==> src/rtl/dmem_bridge.sv <==
// Bridge between the datapath dmem port and a 32-bit word-only synchronous SRAM.
// Adds byte strobes/lane replication on stores and lane extraction with extension on loads.
module dmem_bridge #(
    parameter int MEM_LATENCY = 1
) (
    input  logic        clk,
    input  logic        reset,
    input  logic        req_valid,
    input  logic [31:0] req_addr,
    input  logic        req_write_enable,
    input  logic [31:0] req_write_data,
    input  logic [2:0]  req_data_width,
    output logic        req_ready,
    output logic        resp_valid,
    output logic [31:0] resp_data,
    output logic        resp_misaligned,
    output logic        mem_en,
    output logic        mem_we,
    output logic [3:0]  mem_wstrb,
    output logic [29:0] mem_addr,
    output logic [31:0] mem_wdata,
    input  logic [31:0] mem_rdata
);

    localparam logic [1:0] S_IDLE   = 2'd0;
    localparam logic [1:0] S_ACCESS = 2'd1;
    localparam logic [1:0] S_WAIT   = 2'd2;
    localparam logic [1:0] S_RESP   = 2'd3;

    localparam logic [2:0] W_B  = 3'b000;
    localparam logic [2:0] W_H  = 3'b001;
    localparam logic [2:0] W_W  = 3'b010;
    localparam logic [2:0] W_BU = 3'b100;
    localparam logic [2:0] W_HU = 3'b101;

    localparam int            CW       = (MEM_LATENCY > 1) ? $clog2(MEM_LATENCY) : 1;
    localparam logic [CW-1:0] CNT_INIT = CW'(MEM_LATENCY - 1);

    logic [1:0]    state_q, state_d;
    logic [31:0]   addr_q, addr_d;
    logic          we_q, we_d;
    logic [31:0]   wdata_q, wdata_d;
    logic [2:0]    width_q, width_d;
    logic [CW-1:0] cnt_q, cnt_d;
    logic [31:0]   resp_data_q, resp_data_d;
    logic          resp_mis_q, resp_mis_d;

    logic [3:0]    lane_strb;
    logic [31:0]   lane_wdata;
    logic [31:0]   rd_lane;
    logic [31:0]   load_data;

    // Loads accept all five widths; stores only the signed codes, which also fix the size.
    function automatic logic is_illegal(input logic we, input logic [2:0] w, input logic [1:0] o);
        logic bad;
        case (w)
            W_B:     bad = 1'b0;
            W_H:     bad = o[0];
            W_W:     bad = (o != 2'b00);
            W_BU:    bad = we;
            W_HU:    bad = we | o[0];
            default: bad = 1'b1;
        endcase
        return bad;
    endfunction

    always_comb begin
        // NOTE: every output of an always_comb gets a default first, so no path can infer a latch.
        lane_strb  = 4'b0000;
        lane_wdata = 32'h0;
        case (width_q[1:0])
            2'b00: begin
                lane_strb  = 4'b0001 << addr_q[1:0];
                lane_wdata = {4{wdata_q[7:0]}};
            end
            2'b01: begin
                lane_strb  = addr_q[1] ? 4'b1100 : 4'b0011;
                lane_wdata = {2{wdata_q[15:0]}};
            end
            default: begin
                lane_strb  = 4'b1111;
                lane_wdata = wdata_q;
            end
        endcase
    end

    always_comb begin
        rd_lane   = mem_rdata >> {addr_q[1:0], 3'b000};
        load_data = mem_rdata;
        case (width_q)
            W_B:     load_data = {{24{rd_lane[7]}}, rd_lane[7:0]};
            W_H:     load_data = {{16{rd_lane[15]}}, rd_lane[15:0]};
            W_BU:    load_data = {24'h0, rd_lane[7:0]};
            W_HU:    load_data = {16'h0, rd_lane[15:0]};
            default: load_data = mem_rdata;
        endcase
    end

    always_comb begin
        state_d     = state_q;
        addr_d      = addr_q;
        we_d        = we_q;
        wdata_d     = wdata_q;
        width_d     = width_q;
        cnt_d       = cnt_q;
        resp_data_d = resp_data_q;
        resp_mis_d  = resp_mis_q;
        case (state_q)
            S_IDLE: begin
                if (req_valid) begin
                    addr_d  = req_addr;
                    we_d    = req_write_enable;
                    wdata_d = req_write_data;
                    width_d = req_data_width;
                    if (is_illegal(req_write_enable, req_data_width, req_addr[1:0])) begin
                        state_d     = S_RESP;
                        resp_data_d = 32'h0;
                        resp_mis_d  = 1'b1;
                    end else begin
                        state_d = S_ACCESS;
                    end
                end
            end
            S_ACCESS: begin
                if (we_q) begin
                    state_d     = S_RESP;
                    resp_data_d = 32'h0;
                    resp_mis_d  = 1'b0;
                end else begin
                    state_d = S_WAIT;
                    cnt_d   = CNT_INIT;
                end
            end
            S_WAIT: begin
                // The SRAM word is valid only in the last WAIT cycle; capture it on the way out.
                if (cnt_q == '0) begin
                    state_d     = S_RESP;
                    resp_data_d = load_data;
                    resp_mis_d  = 1'b0;
                end else begin
                    cnt_d = cnt_q - CW'(1);
                end
            end
            default: state_d = S_IDLE;
        endcase
    end

    // NOTE: sequential state uses non-blocking assignments so all flops update from pre-edge values.
    always_ff @(posedge clk or negedge reset) begin
        if (!reset) begin
            state_q     <= S_IDLE;
            addr_q      <= 32'h0;
            we_q        <= 1'b0;
            wdata_q     <= 32'h0;
            width_q     <= 3'b000;
            cnt_q       <= '0;
            resp_data_q <= 32'h0;
            resp_mis_q  <= 1'b0;
        end else begin
            state_q     <= state_d;
            addr_q      <= addr_d;
            we_q        <= we_d;
            wdata_q     <= wdata_d;
            width_q     <= width_d;
            cnt_q       <= cnt_d;
            resp_data_q <= resp_data_d;
            resp_mis_q  <= resp_mis_d;
        end
    end

    // req_ready is gated by reset so the port reads idle-but-not-ready while reset is held.
    assign req_ready       = reset & (state_q == S_IDLE);
    assign resp_valid      = (state_q == S_RESP);
    assign resp_data       = resp_data_q;
    assign resp_misaligned = resp_mis_q;
    assign mem_en          = (state_q == S_ACCESS);
    assign mem_we          = mem_en & we_q;
    assign mem_wstrb       = (mem_en & we_q) ? lane_strb : 4'b0000;
    assign mem_addr        = addr_q[31:2];
    assign mem_wdata       = lane_wdata;

endmodule
==> config.mk <==
export PLATFORM = sky130hd
export DESIGN_NAME = dmem_bridge
export DESIGN_NICKNAME = d
export VERILOG_FILES = /design/src/rtl/dmem_bridge.sv
export SDC_FILE = /design/constraint.sdc
export NUM_CORES = 1
export LEC_CHECK = 0
export ABC_AREA = 1
export BUFFER_PORTS_ARGS = -buffer_cell sky130_fd_sc_hd__buf_2
export CAP_MARGIN = 20
export CORE_MARGIN = 2
export CORE_UTILIZATION = 50
export DETAILED_ROUTE_END_ITERATION = 8
export MAX_ROUTING_LAYER = met4
export PLACE_DENSITY = 0.85
export SLEW_MARGIN = 0
export SYNTH_ARGS = -nofsm -noshare
export SYNTH_HDL_FRONTEND = slang
export SYNTH_SLANG_ARGS = --single-unit
==> constraint.sdc <==
create_clock -name clk -period 3 [get_ports clk]
set_input_delay 0.3 -clock clk [delete_from_list [all_inputs] [get_ports clk]]
set_output_delay 0.3 -clock clk [all_outputs]
set_load 0.005 [all_outputs]
==> results.cfg <==
[pwr]
p_leak_nw = 3.49
ir_worst_vdd_uv = 716
p_per_area_nw_per_um2 = 1040

[global_route]
gr-usage-all-layers = 0.236
grt_max_degree = 83
grt_pass1_wl_mm = 21.0
grt_pass1_vias = 4366
gr-total-overflow = 0
antenna_found_initial = 0

[cts]
cts_resized = 0
clk_latency_ns = 0.37
h-tree-depth = 3
cts_buffer_depth = 2
path_clk_slew_ns = 0.10
cts_made_buffers = 9
cts_tree = yes
clock-sinks = 103
cts_root_buffer = clkbuf_8

[final_layout]
layout-drive-gt1-share = 0.433
syn2layout_area_growth_pct = 18.6
fill_cells = 957
antennaDiodeCount = 0
seq_area_um2 = 2580
nets = 861
multi_input_area_um2 = 2340

[yosys]
synth_top_family_by_area = simple AND/OR/NAND/NOR gates
yosys-top-cells-area = dfrtp_1 (47%), nand2_1 (12%), mux2_2 (12%)
synth_adder_area_share = 0.00914
yosys-mux-area-fraction = 0.119
yosys-top-cells-count = nand2_1 (176), dfrtp_1 (103), mux2_2 (58), nand3_1 (43), buf_4 (39)
synth_xor_area_frac = 0
synth_nets = 709
yosysSeqAreaShare = 0.471
synth_top_area_frac = 0.471
synth_top_area_cell = dfrtp_1
ys.flop_type = dfrtp_1
synth_compound_area_frac = 0.0530
synth-edff-count = 0
synth-seq-cells = 103
yosys_warnings = 0
ys_types = 30
synthCells = 602
synth_async_sr_flop_share = 1.00
synthMostInstantiatedCell = nand2_1
yosys.area_share.simple = 0.245
synth.avg_cell_area_um2 = 9.09
netlist_area_um2 = 5470

[min_path]
hold_depth = 2
hold_path_end = wdata_q[1]$_DFFE_PN0P_
hold_start = req_write_data[1]
hp-class = input pin to flip-flop

[job]
maxCapViolCount = 0

[setup_path]
startpoint = width_q[1]$_DFFE_PN0P_
crit_required_ns = 2.70
crit_type = flip-flop to primary output
rr_worst_depth = 9
slowest_stage = dfrtp_1
cp_max_fo = 39
path_cells = inv_2 -> buf_4 -> nand2_1 -> inv_1 -> nand2_1 -> nand3_1 -> buf_2
ff2ff_setup_slack_ns = 1.03
cp_data_arrival_time_ns = 2.00
r2r_start = state_q[0]$_DFFE_PN0P_
cpMostUsedCell = nand2_1
max_stage_delay_ns = 0.41
reg2reg_to = resp_data[17]$_DFFE_PN0P_
cp-end-kind = primary output
worstSetupStartpointType = flip-flop

[detailed_routing]
vias_per_cell = 5.13
num_vias = 4614
first_iter_violations = 263
dr.pass1.iters = 5
wirelength_mm = 13.6
wl_per_cell_um = 15.1
final_antenna_net_count = 0
drc = 0

[floorplan]
num_io_pins = 206
start_util = 0.509
fp.dieH_um = 109
dieArea_um2 = 11800
die_w_um = 109
rows = 38
core_area_um2 = 10700

[timing]
worstMarginPinSlew_ns = 0.645
finalSetupViolations = 0
fmax_mhz = 435
hold_viol = 0
skew_ns = 0.0154
tns_ns = 0
slew_violations = 0
maxSlewHeadroom = 0.569
fin_ws_ns = 0.700
rsz0062_at_grt = no
timing.final.crit_share = 0.767
fin_crit_ns = 2.30

[placed_design]
pre_cts_ws_ns = 1.04
port_buffers = 205
dp.final_hpwl_mm = 10.1
gp_congestion = 0.878

[run_status]
status = finished clean
==> cell type report <==
cell class	count	area share
Sequential cell	103	0.397
Multi-Input combinational cell	405	0.360
Timing Repair Buffer	210	0.168
Tap cell	140	0.0270
Clock buffer	10	0.0212
Inverter	25	0.0148
Clock inverter	6	0.0116
==> kinds of logic after synthesis <==
logic type / after synthesis
adder cells (fa/ha/maj): 4
AO/OA/AOI/OAI: 52
AND/OR/NAND/NOR: 291
multiplexers: 58
flip-flops: 103
buffers and inverters: 94
==> registers in the layout (all words and copies together) (netlist names) <==
| register | cells |
|---|---|
| addr_q | 32 |
| resp_data | 32 |
| resp_misaligned | 1 |
| state_q | 2 |
| wdata_q | 32 |
| we_q | 1 |
| width_q | 3 |
==> placed cells by master (no fill, tap or decap), types with 12 or more instances in the layout <==
cell type / synthesis / routed
nor2_1: 27 / 27
nand2_1: 176 / 175
mux2_2: 58 / 58
a21oi_1: 13 / 13
or2_2: 16 / 16
buf_2: 20 / 204
nand3_1: 43 / 43
dfrtp_1: 103 / 103
inv_1: 20 / 20
nand3_2: 12 / 12
o21ai_0: 21 / 21
==> through the flow <==
step / cells / util / total power, mW / area, um2 / hold WS, ns
CTS: 899 / 0.604 / 6.82 / 6490 / 0.135
global placement: 882 / 0.584 / 5.78 / 6270 / 0.218
global route: 899 / 0.604 / 7.31 / 6490 / 0.135
finish: 899 / 0.604 / 6.76 / 6490 / 0.158
floorplan: 602 / - / 5.01 / 5470 / 0.00441
detailed placement: 882 / 0.584 / 5.88 / 6270 / 0.219
==> worst max-delay path: cells and delay by family, from the launching register on <==
kind,cells,cell delay [ns]
buf+inv,4,0.81
simple gates,3,0.42
flops,1,0.41
==> power by group <==
part / leakage (nW) / switching (mW) / total (mW) / internal (mW)
clock: 0.105 / 0.500 / 0.921 / 0.421
combinational: 2.12 / 1.85 / 3.35 / 1.50
sequential: 1.27 / 0.459 / 2.49 / 2.03
==> worst max path at each step <==
stage	end	cells past startpoint	slack [ns]
floorplan	resp_data[21]$_DFFE_PN0P_	10	1.47
global placement	addr_q[21]$_DFFE_PN0P_	5	1.07
detailed placement	addr_q[16]$_DFFE_PN0P_	5	1.04
CTS	mem_wdata[25]	7	0.71
global route	mem_wdata[30]	7	0.53
finish	mem_wdata[25]	7	0.70
==> per-layer routing <==
metal,vias to the layer above,global-route usage,wire (um)
met1,2153,0.294,5520
li1,2238,-,-
met5,-,-,0
met3,20,0.0395,1030
met4,0,0.0714,223
met2,203,0.396,6850
==> timing repair <==
item                      4_1_cts  5_1_grt
hold buffers                    1        0
buffers inserted                0        0
hold endpoints to repair       21        0
Power figures use the tool's default switching activity.
